$ cat src/rtl/sw_trace_pkg.sv
// sw_trace_pkg: location indices, checker FSM encoding and the benchmark
// control-flow graph shared by the trace checkers.
package sw_trace_pkg;
    localparam logic [3:0] LOC_L0  = 4'd0;
    localparam logic [3:0] LOC_L1  = 4'd1;
    localparam logic [3:0] LOC_L2  = 4'd2;
    localparam logic [3:0] LOC_L3  = 4'd3;
    localparam logic [3:0] LOC_L4  = 4'd4;
    localparam logic [3:0] LOC_L5  = 4'd5;
    localparam logic [3:0] LOC_L6  = 4'd6;
    localparam logic [3:0] LOC_L7  = 4'd7;
    localparam logic [3:0] LOC_L8  = 4'd8;
    localparam logic [3:0] LOC_BAD = 4'hF;

    typedef enum logic [1:0] {
        ST_IDLE  = 2'd0,
        ST_RUN   = 2'd1,
        ST_DONE  = 2'd2,
        ST_ERROR = 2'd3
    } state_e;

    // Guards arrive pre-reduced so the function stays independent of data width.
    function automatic logic legal_edge(input logic [3:0] prev, input logic [3:0] next,
                                        input logic xy_eq, input logic z_zero,
                                        input logic w_zero);
        case (prev)
            LOC_L0:  legal_edge = next == LOC_L1;
            LOC_L1:  legal_edge = next == LOC_L2;
            LOC_L2:  legal_edge = next == (w_zero ? LOC_L5 : LOC_L3);
            LOC_L3:  legal_edge = next == LOC_L4;
            LOC_L4:  legal_edge = next == LOC_L5;
            LOC_L5:  legal_edge = next == (xy_eq ? LOC_L6 : LOC_L1);
            LOC_L6:  legal_edge = next == (z_zero ? LOC_L8 : LOC_L7);
            LOC_L7:  legal_edge = next == LOC_L7;
            LOC_L8:  legal_edge = next == LOC_L8;
            default: legal_edge = 1'b0;
        endcase
    endfunction
endpackage

$ cat src/rtl/sw_onehot_enc.sv
// sw_onehot_enc: 9-location one-hot to binary index, LOC_BAD when not one-hot.
module sw_onehot_enc
    import sw_trace_pkg::*;
(
    input  logic [8:0] oh_i,
    output logic [3:0] idx_o,
    output logic       valid_o
);
    logic [3:0] idx;

    always_comb begin
        idx = LOC_BAD;
        for (int i = 0; i < 9; i++)
            if (oh_i[i]) idx = 4'(i);
    end

    assign valid_o = $onehot(oh_i);
    assign idx_o   = valid_o ? idx : LOC_BAD;
endmodule

$ cat config.mk
export PLATFORM = sky130hd
export DESIGN_NAME = sw_onehot_enc
export DESIGN_NICKNAME = d
export VERILOG_FILES = /design/src/rtl/sw_trace_pkg.sv /design/src/rtl/sw_onehot_enc.sv
export SDC_FILE = /design/constraint.sdc
export NUM_CORES = 1
export LEC_CHECK = 0
export BUFFER_PORTS_ARGS = -buffer_cell sky130_fd_sc_hd__buf_2
export CAP_MARGIN = 25
export CORE_AREA = 2 2 39 41
export DETAILED_ROUTE_END_ITERATION = 6
export DIE_AREA = 0 0 41 43
export SLEW_MARGIN = 40
export SYNTH_ARGS = -nofsm -noshare
export SYNTH_HDL_FRONTEND = slang
export SYNTH_SLANG_ARGS = --single-unit
export TNS_END_PERCENT = 30
$ cat constraint.sdc
create_clock -name vclk -period 4.21
set_input_delay 0.421 -clock vclk [all_inputs]
set_output_delay 0.421 -clock vclk [all_outputs]
set_load 0.01 [all_outputs]
==> results.py, run 1 <==
metrics = {
    "synth": {
        "syn_area_per_cell_um2": 7.594,
        "synth-simple-area-share_pct": 16.48,
        "synth_seq_area_share_pct": 0,
        "netlist_area_um2": 326.6,
        "synth_cell_type_count": 16,
        "synth_compound_area_share_pct": 21.46,
        "synth_top_family_by_area": "adder cells",
        "synth_cells": 43,
        "synth_fa_ha_area_share_pct": 45.98,
        "yosys_warnings": 0,
        "syn-num-nets": 61,
        "synth_xor_area_share_pct": 0,
        "muxShareOfSynthArea_pct": 0,
    },
    "drt": {
        "wl_per_cell_um": 9.041,
        "viasPerCell": 4.466,
        "drt-initial-drc-count": 9,
        "wirelength_um": 660,
        "ant_nets": 0,
        "dr.pass1.iters": 3,
        "vias": 326,
        "drc": 0,
    },
    "power": {
        "p_int_mw": 0.03821,
        "switchingPower_mw": 0.05083,
        "irDropWorstVdd_mv": 0.07308,
        "powerDensity_mw_per_mm2": 213.7,
        "switching_share_pct": 57.08,
        "p_seq_share_pct": 0,
        "comb_power_share_pct": 100.0,
        "power_mw": 0.08905,
        "clkPwrFrac_pct": 0,
        "p_leak_nw": 0.2277,
    },
    "grt": {
        "grt_util_all_layers_pct": 8.669,
        "antenna_found_initial": 0,
        "grt_pass1_wl_mm": 1.138,
        "grt_max_degree": 6,
        "grt_pass1_vias": 303,
        "overflow": 0,
    },
    "floorplan": {
        "rows": 14,
        "die_h_um": 43,
        "ioPinCount": 14,
        "die_x_um": 41,
        "initial_core_util_pct": 23.60,
        "dieArea_mm2": 0.001763,
        "core_mm2": 0.001384,
    },
    "clock_tree": {
        "cts_resized": 0,
        "post_cts_buffers": 0,
        "holdBufCountCts": 0,
    },
    "placed_design": {
        "dpl.hpwl_um": 615.9,
        "place_inst": 73,
        "place.port_buffers": 14,
        "gp_congestion": 0.8298,
    },
    "critical_path": {
        "path_common_cell": "fa_1",
        "cp-end-kind": "output pin",
        "max_stage_delay_ns": 0.55,
        "worstPathMaxFanout": 5,
        "cp.arrival_ns": 3.47,
        "cp-start-kind": "input port",
        "slowest_stage": "fa_1",
        "cp_top_family": "adder cells",
        "crit_buf_inv": 5,
        "critPathRequiredTime_ns": 3.79,
        "worstPathCellList": "buf_2, inv_1, fa_1, fa_1, fa_1, inv_1, fa_1, inv_1, fa_1, nand2_1, a21oi_1, o311ai_0, buf_2",
        "worst-setup-path-type": "in2out",
    },
    "outcome": {
        "status": "complete, no violations",
    },
    "timing": {
        "timing.final.hold_violations": 0,
        "max_freq_mhz": 257.0,
        "finalMaxSlewViolations": 0,
        "rsz0062_at_grt": "no",
        "worst_slew_pin_slew_ns": 0.3251,
        "timing.setup.tns_ns": 0,
        "slew_headroom_pct": 78.33,
        "finalSetupViolCount": 0,
        "post-route-min-period_ns": 3.891,
        "period_share_pct": 92.43,
    },
    "cells_and_area": {
        "fin_cells": 73,
        "area_delta_synth_final_pct": 27.59,
        "sequential_cell_total": 0,
        "nets": 77,
        "seqCellArea_um2": 0,
        "multi_input_area_um2": 274.0,
        "clockBufferCount": 0,
        "diodes": 0,
        "filler_cell_count": 156,
        "final_cell_mix": "inv_1, buf_2, fa_1",
        "layout-drive-gt1-share_pct": 28.07,
    },
    "flow_run": {
        "maxCapViolCount": 0,
    },
    "worst_hold_path": {
        "hp-class": "in2out",
    },
}
==> cell usage after synthesis (all sizes together), types with 2 or more instances <==
cell type	n	area share, %
nand2	3	3.4
inv	14	16
fa	5	31
a21oi	3	4.6
nor2	3	3.4
o2111ai	2	5.4
ha	4	15
==> power groups by stage <==
stage	clock (mW)	sequential [mW]	combinational (mW)
2_1_floorplan	0	0	0.0609
3_3_place_gp	0	0	0.0903
3_5_place_dp	0	0	0.0904
4_1_cts	0	0	0.0908
5_1_grt	0	0	0.105
6_report	0	0	0.0890
==> layer usage <==
layer / vias up / GRT usage [%] / routed length, um / share of wire [%]
met4: 0 / 0 / 0 / 0
met2: 10 / 14.06 / 294 / 45
met5: - / 0 / 0 / 0
met3: 0 / 0.5236 / 49 / 7.4
li1: 169 / - / - / -
met1: 147 / 13.03 / 316 / 48
==> kinds of logic (layout without fill, tap and decap cells) <==
group,count (synthesis),after routing
AOI/OAI and AO/OA,10,10
adders and majority gates,9,9
buffers and inverters,14,28
and+or+nand+nor,10,10
==> worst min-delay path, delay by kind of cell <==
kind	cells	cell delay [ns]
AO/OA/AOI/OAI	1	0.10
buffers and inverters	2	0.26
==> final timing paths <==
kind / start / end / slack, ns / cells past startpoint
min: oh_i[8] / idx_o[2] / 1.20 / 3
max: oh_i[0] / idx_o[1] / 0.32 / 13
==> area by class of cell <==
class	instances	share of cell area, %
multi-input cells	29	65.77
well taps	16	4.805
inverters	14	12.61
repair buffers	14	16.82
==> through the flow <==
step | cell area [um2] | setup slack, ns | hold slack (ns) | util (%)
finish | 416.7 | 0.3188 | 1.202 | 30.11
global route | 416.7 | 0.1311 | 1.232 | 30.11
CTS | 416.7 | 0.3049 | 1.201 | 30.11
detailed placement | 416.7 | 0.3104 | 1.195 | 30.11
global placement | 416.7 | 0.3414 | 1.211 | 30.11
floorplan | 326.6 | 0.6514 | 0.9676 | -
Power figures use the tool's default switching activity.
==> inputs of run 2 (changes only) <==
Settings changed: RECOVER_POWER set to 50.
==> results.py, run 2 (synthesis results as in run 1) <==
metrics = {
    "worst_hold_path": {
        "holdCritStartpoint": "oh_i[8]",
        "hold-path-endpoint": "idx_o[2]",
        "hold_depth": 3,
        "hp-class": "in2out",
    },
    "drt": {
        "met3_length_um": 48,
        "viasPerCell": 4.452,
        "vias": 325,
        "dr.pass1.iters": 3,
        "wl_met1_um": 317,
        "drt-initial-drc-count": 10,
        "ant_nets": 0,
        "drc": 0,
        "top_layer": "met3",
        "met2_wirelength_um": 297,
        "wl_per_cell_um": 9.096,
        "wirelength_um": 664,
    },
    "clock_tree": {
        "holdBufCountCts": 0,
        "post_cts_buffers": 0,
        "cts_resized": 0,
    },
    "power": {
        "clkPwrFrac_pct": 0,
        "switchingPower_mw": 0.05094,
        "p_seq_share_pct": 0,
        "p_leak_nw": 0.2255,
        "powerDensity_mw_per_mm2": 212.7,
        "irDropWorstVdd_mv": 0.07368,
        "comb_power_share_pct": 100.0,
        "p_int_mw": 0.03742,
        "switching_share_pct": 57.65,
    },
    "grt": {
        "overflow": 0,
        "grt_pass1_vias": 303,
        "grt_pass1_wl_mm": 1.138,
        "antenna_found_initial": 0,
        "grt_util_all_layers_pct": 8.669,
        "grt_max_degree": 6,
    },
    "critical_path": {
        "worst-setup-path-type": "in2out",
        "cp-end-kind": "output pin",
        "cp.arrival_ns": 3.47,
        "crit_buf_inv": 5,
        "crit_start": "oh_i[0]",
        "slowest_stage": "fa_1",
        "cp_top_family": "adder cells",
        "max_stage_delay_ns": 0.55,
        "path_common_cell": "fa_1",
        "worstPathCellList": "buf_2, inv_1, fa_1, fa_1, fa_1, inv_1, fa_1, inv_1, fa_1, nand2_1, a21oi_1, o311ai_0, buf_2",
        "cp-start-kind": "input port",
        "critPathRequiredTime_ns": 3.79,
        "worstPathMaxFanout": 5,
    },
    "timing": {
        "rsz0062_at_grt": "no",
        "period_share_pct": 92.36,
        "worst_slew_pin_slew_ns": 0.3203,
        "post-route-min-period_ns": 3.888,
        "timing.setup.tns_ns": 0,
        "timing.final.hold_violations": 0,
        "finalMaxSlewViolations": 0,
        "slew_headroom_pct": 78.64,
        "max_freq_mhz": 257.2,
        "fin_ws_ns": 0.3217,
        "finalSetupViolCount": 0,
    },
    "outcome": {
        "status": "complete, no violations",
    },
    "cells_and_area": {
        "final_cell_mix": "inv_1, buf_2, fa_1",
        "seqCellArea_um2": 0,
        "fin_cells": 73,
        "clockBufferCount": 0,
        "filler_cell_count": 156,
        "layout-drive-gt1-share_pct": 26.32,
        "nets": 77,
        "sequential_cell_total": 0,
        "final_common_cell": "inv_1",
        "diodes": 0,
        "area_delta_synth_final_pct": 27.20,
    },
    "floorplan": {
        "initial_core_util_pct": 23.60,
        "rows": 14,
        "die_h_um": 43,
        "die_x_um": 41,
        "ioPinCount": 14,
        "dieArea_mm2": 0.001763,
        "core_mm2": 0.001384,
    },
    "placed_design": {
        "dpl_worst_slack_ns": 0.3104,
        "gp_congestion": 0.8298,
        "dpl.hpwl_um": 615.9,
        "place_inst": 73,
        "place.port_buffers": 14,
    },
    "flow_run": {
        "maxCapViolCount": 0,
    },
}
-- run 2: worst max-delay path by stage --
stage	to	slack, ns	cells after the start
2_1_floorplan	idx_o[1]	0.65	11
3_3_place_gp	idx_o[1]	0.34	13
3_5_place_dp	idx_o[1]	0.31	13
4_1_cts	idx_o[1]	0.30	13
5_1_grt	idx_o[1]	0.13	13
6_report	idx_o[1]	0.32	13
-- run 2: final cells by class --
type / instances / area, um2 / area share (%)
multi-input cells: 29 / 274.0 / 65.96
repair buffers: 14 / 68.82 / 16.57
inverters: 14 / 52.55 / 12.65
well taps: 16 / 20.02 / 4.819
-- run 2: metal layers --
layer / vias to the layer above / track usage, %
met5: - / 0
met4: 0 / 0
met3: 0 / 0.5236
met2: 10 / 14.06
met1: 146 / 13.03
li1: 169 / -
-- run 2: power groups by stage --
stage | registers, mW | clock network [mW] | logic [mW]
2_1_floorplan | 0 | 0 | 0.0609
3_3_place_gp | 0 | 0 | 0.0903
3_5_place_dp | 0 | 0 | 0.0904
4_1_cts | 0 | 0 | 0.0908
5_1_grt | 0 | 0 | 0.104
6_report | 0 | 0 | 0.0884
-- run 2: metrics by stage --
step,hold slack [ns],utilization (%),instance area [um2],power [mW]
after floorplan,0.9676,-,326.6,0.06095
after global placement,1.211,30.11,416.7,0.09026
after detailed placement,1.195,30.11,416.7,0.09038
after CTS,1.201,30.11,416.7,0.09079
after global routing,1.231,30.02,415.4,0.1039
final,1.191,30.02,415.4,0.08837
-- run 2: tightest hold or removal path: cells and delay by family --
| kind | cells | cell delay (ns) |
|---|---|---|
| buffers and inverters | 2 | 0.25 |
| AO/OA/AOI/OAI | 1 | 0.10 |
==> inputs of run 3 (changes only) <==
Settings changed: PLACE_DENSITY_LB_ADDON set to 0.1, SKIP_LAST_GASP set to 1.
==> results.py, run 3 (synthesis results as in run 1) <==
metrics = {
    "grt": {
        "grt_max_degree": 6,
        "grt_util_all_layers_pct": 10.08,
        "grt_use_met2_pct": 18.13,
        "grt.met1_usage_pct": 13.68,
        "grt_busiest_layer": "met2",
        "overflow": 0,
        "antenna_found_initial": 0,
        "grt_pass1_wl_mm": 1.304,
        "grt_pass1_vias": 325,
        "met3_usage_pct": 0,
    },
    "timing": {
        "rsz0062_at_grt": "no",
        "fin_ws_ns": 0.2427,
        "slew_headroom_pct": 72.28,
        "max_freq_mhz": 252.1,
        "post-route-min-period_ns": 3.967,
        "timing.final.hold_violations": 0,
        "timing.setup.tns_ns": 0,
        "worst_slew_pin_slew_ns": 0.4158,
        "finalSetupViolCount": 0,
        "finalMaxSlewViolations": 0,
        "period_share_pct": 94.24,
    },
    "flow_run": {
        "maxCapViolCount": 0,
    },
    "cells_and_area": {
        "nets": 77,
        "sequential_cell_total": 0,
        "layout-drive-gt1-share_pct": 26.32,
        "filler_cell_count": 164,
        "fin_util_pct": 30.02,
        "area_delta_synth_final_pct": 27.20,
        "final_common_cell": "inv_1",
        "final_cell_mix": "inv_1, buf_2, fa_1",
        "seqCellArea_um2": 0,
        "diodes": 0,
        "clockBufferCount": 0,
    },
    "critical_path": {
        "cp.arrival_ns": 3.55,
        "slowest_stage": "fa_1",
        "worstPathMaxFanout": 5,
        "critPathRequiredTime_ns": 3.79,
        "cp_top_family": "adder cells",
        "crit_buf_inv": 5,
        "path_common_cell": "fa_1",
        "max_stage_delay_ns": 0.51,
        "worst-setup-path-type": "in2out",
        "cp-end-kind": "output pin",
        "worstPathCellList": "buf_2, inv_1, fa_1, fa_1, fa_1, inv_1, fa_1, inv_1, fa_1, nand2_1, a21oi_1, o311ai_0, buf_2",
        "cp-start-kind": "input port",
    },
    "placed_design": {
        "dpl.hpwl_um": 669.1,
        "place.port_buffers": 14,
        "dpl_worst_slack_ns": 0.1833,
        "gp_congestion": 0.6931,
    },
    "drt": {
        "wl_per_cell_um": 9.890,
        "drt-initial-drc-count": 0,
        "ant_nets": 0,
        "vias": 322,
        "wirelength_um": 722,
        "drc": 0,
        "dr.pass1.iters": 1,
        "viasPerCell": 4.411,
    },
    "clock_tree": {
        "post_cts_buffers": 0,
        "cts_resized": 0,
        "holdBufCountCts": 0,
    },
    "worst_hold_path": {
        "hold_depth": 3,
        "holdCritStartpoint": "oh_i[8]",
        "hp-class": "in2out",
        "hold-path-endpoint": "idx_o[2]",
    },
    "power": {
        "power_mw": 0.09013,
        "irDropWorstVdd_mv": 0.08426,
        "p_leak_nw": 0.2255,
        "powerDensity_mw_per_mm2": 217.0,
    },
    "floorplan": {
        "ioPinCount": 14,
        "initial_core_util_pct": 23.60,
        "die_x_um": 41,
        "rows": 14,
        "dieArea_mm2": 0.001763,
        "die_h_um": 43,
        "core_mm2": 0.001384,
    },
    "outcome": {
        "status": "complete, no violations",
    },
}
## run 3: worst max path at each step
stage | cells after the start | from | slack, ns | end
6_report | 13 | oh_i[1] | 0.24 | idx_o[1]
5_1_grt | 13 | oh_i[1] | 0.02 | idx_o[1]
3_3_place_gp | 13 | oh_i[0] | 0.22 | idx_o[1]
2_1_floorplan | 11 | oh_i[0] | 0.65 | idx_o[1]
4_1_cts | 13 | oh_i[1] | 0.19 | idx_o[1]
3_5_place_dp | 13 | oh_i[1] | 0.18 | idx_o[1]
## run 3: cell type report
class | instances | area (um2) | share of cell area (%)
timing repair buffer | 14 | 68.82 | 16.57
inverter | 14 | 52.55 | 12.65
multi-input combinational | 29 | 274.0 | 65.96
tap | 16 | 20.02 | 4.819
## run 3: where the power goes
| part | total (mW) | switching, mW | internal [mW] |
|---|---|---|---|
| registers | 0 | 0 | 0 |
| logic | 0.0901 | 0.0526 | 0.0375 |
| clock network | 0 | 0 | 0 |
## run 3: per-stage QoR
step / instance area [um2] / std cells / hold slack, ns
3_3_place_gp: 416.7 / 73 / 1.192
3_5_place_dp: 416.7 / 73 / 1.194
2_1_floorplan: 326.6 / 43 / 0.9676
5_1_grt: 415.4 / 73 / 1.223
6_report: 415.4 / 73 / 1.186
4_1_cts: 416.7 / 73 / 1.195
## run 3: routing by layer
layer  up-vias  part of all wire (%)  wire length (um)
met5         -                     0                 0
met4         0                     0                 0
met3         0                   8.7                63
met2        10                    45               325
met1       145                    46               333
li1        167                     -                 -
## run 3: tightest hold or removal path, stage by stage
cell and delay [ns]:
buf_2 0.12, o211ai_1 0.10, clkbuf_1 0.12
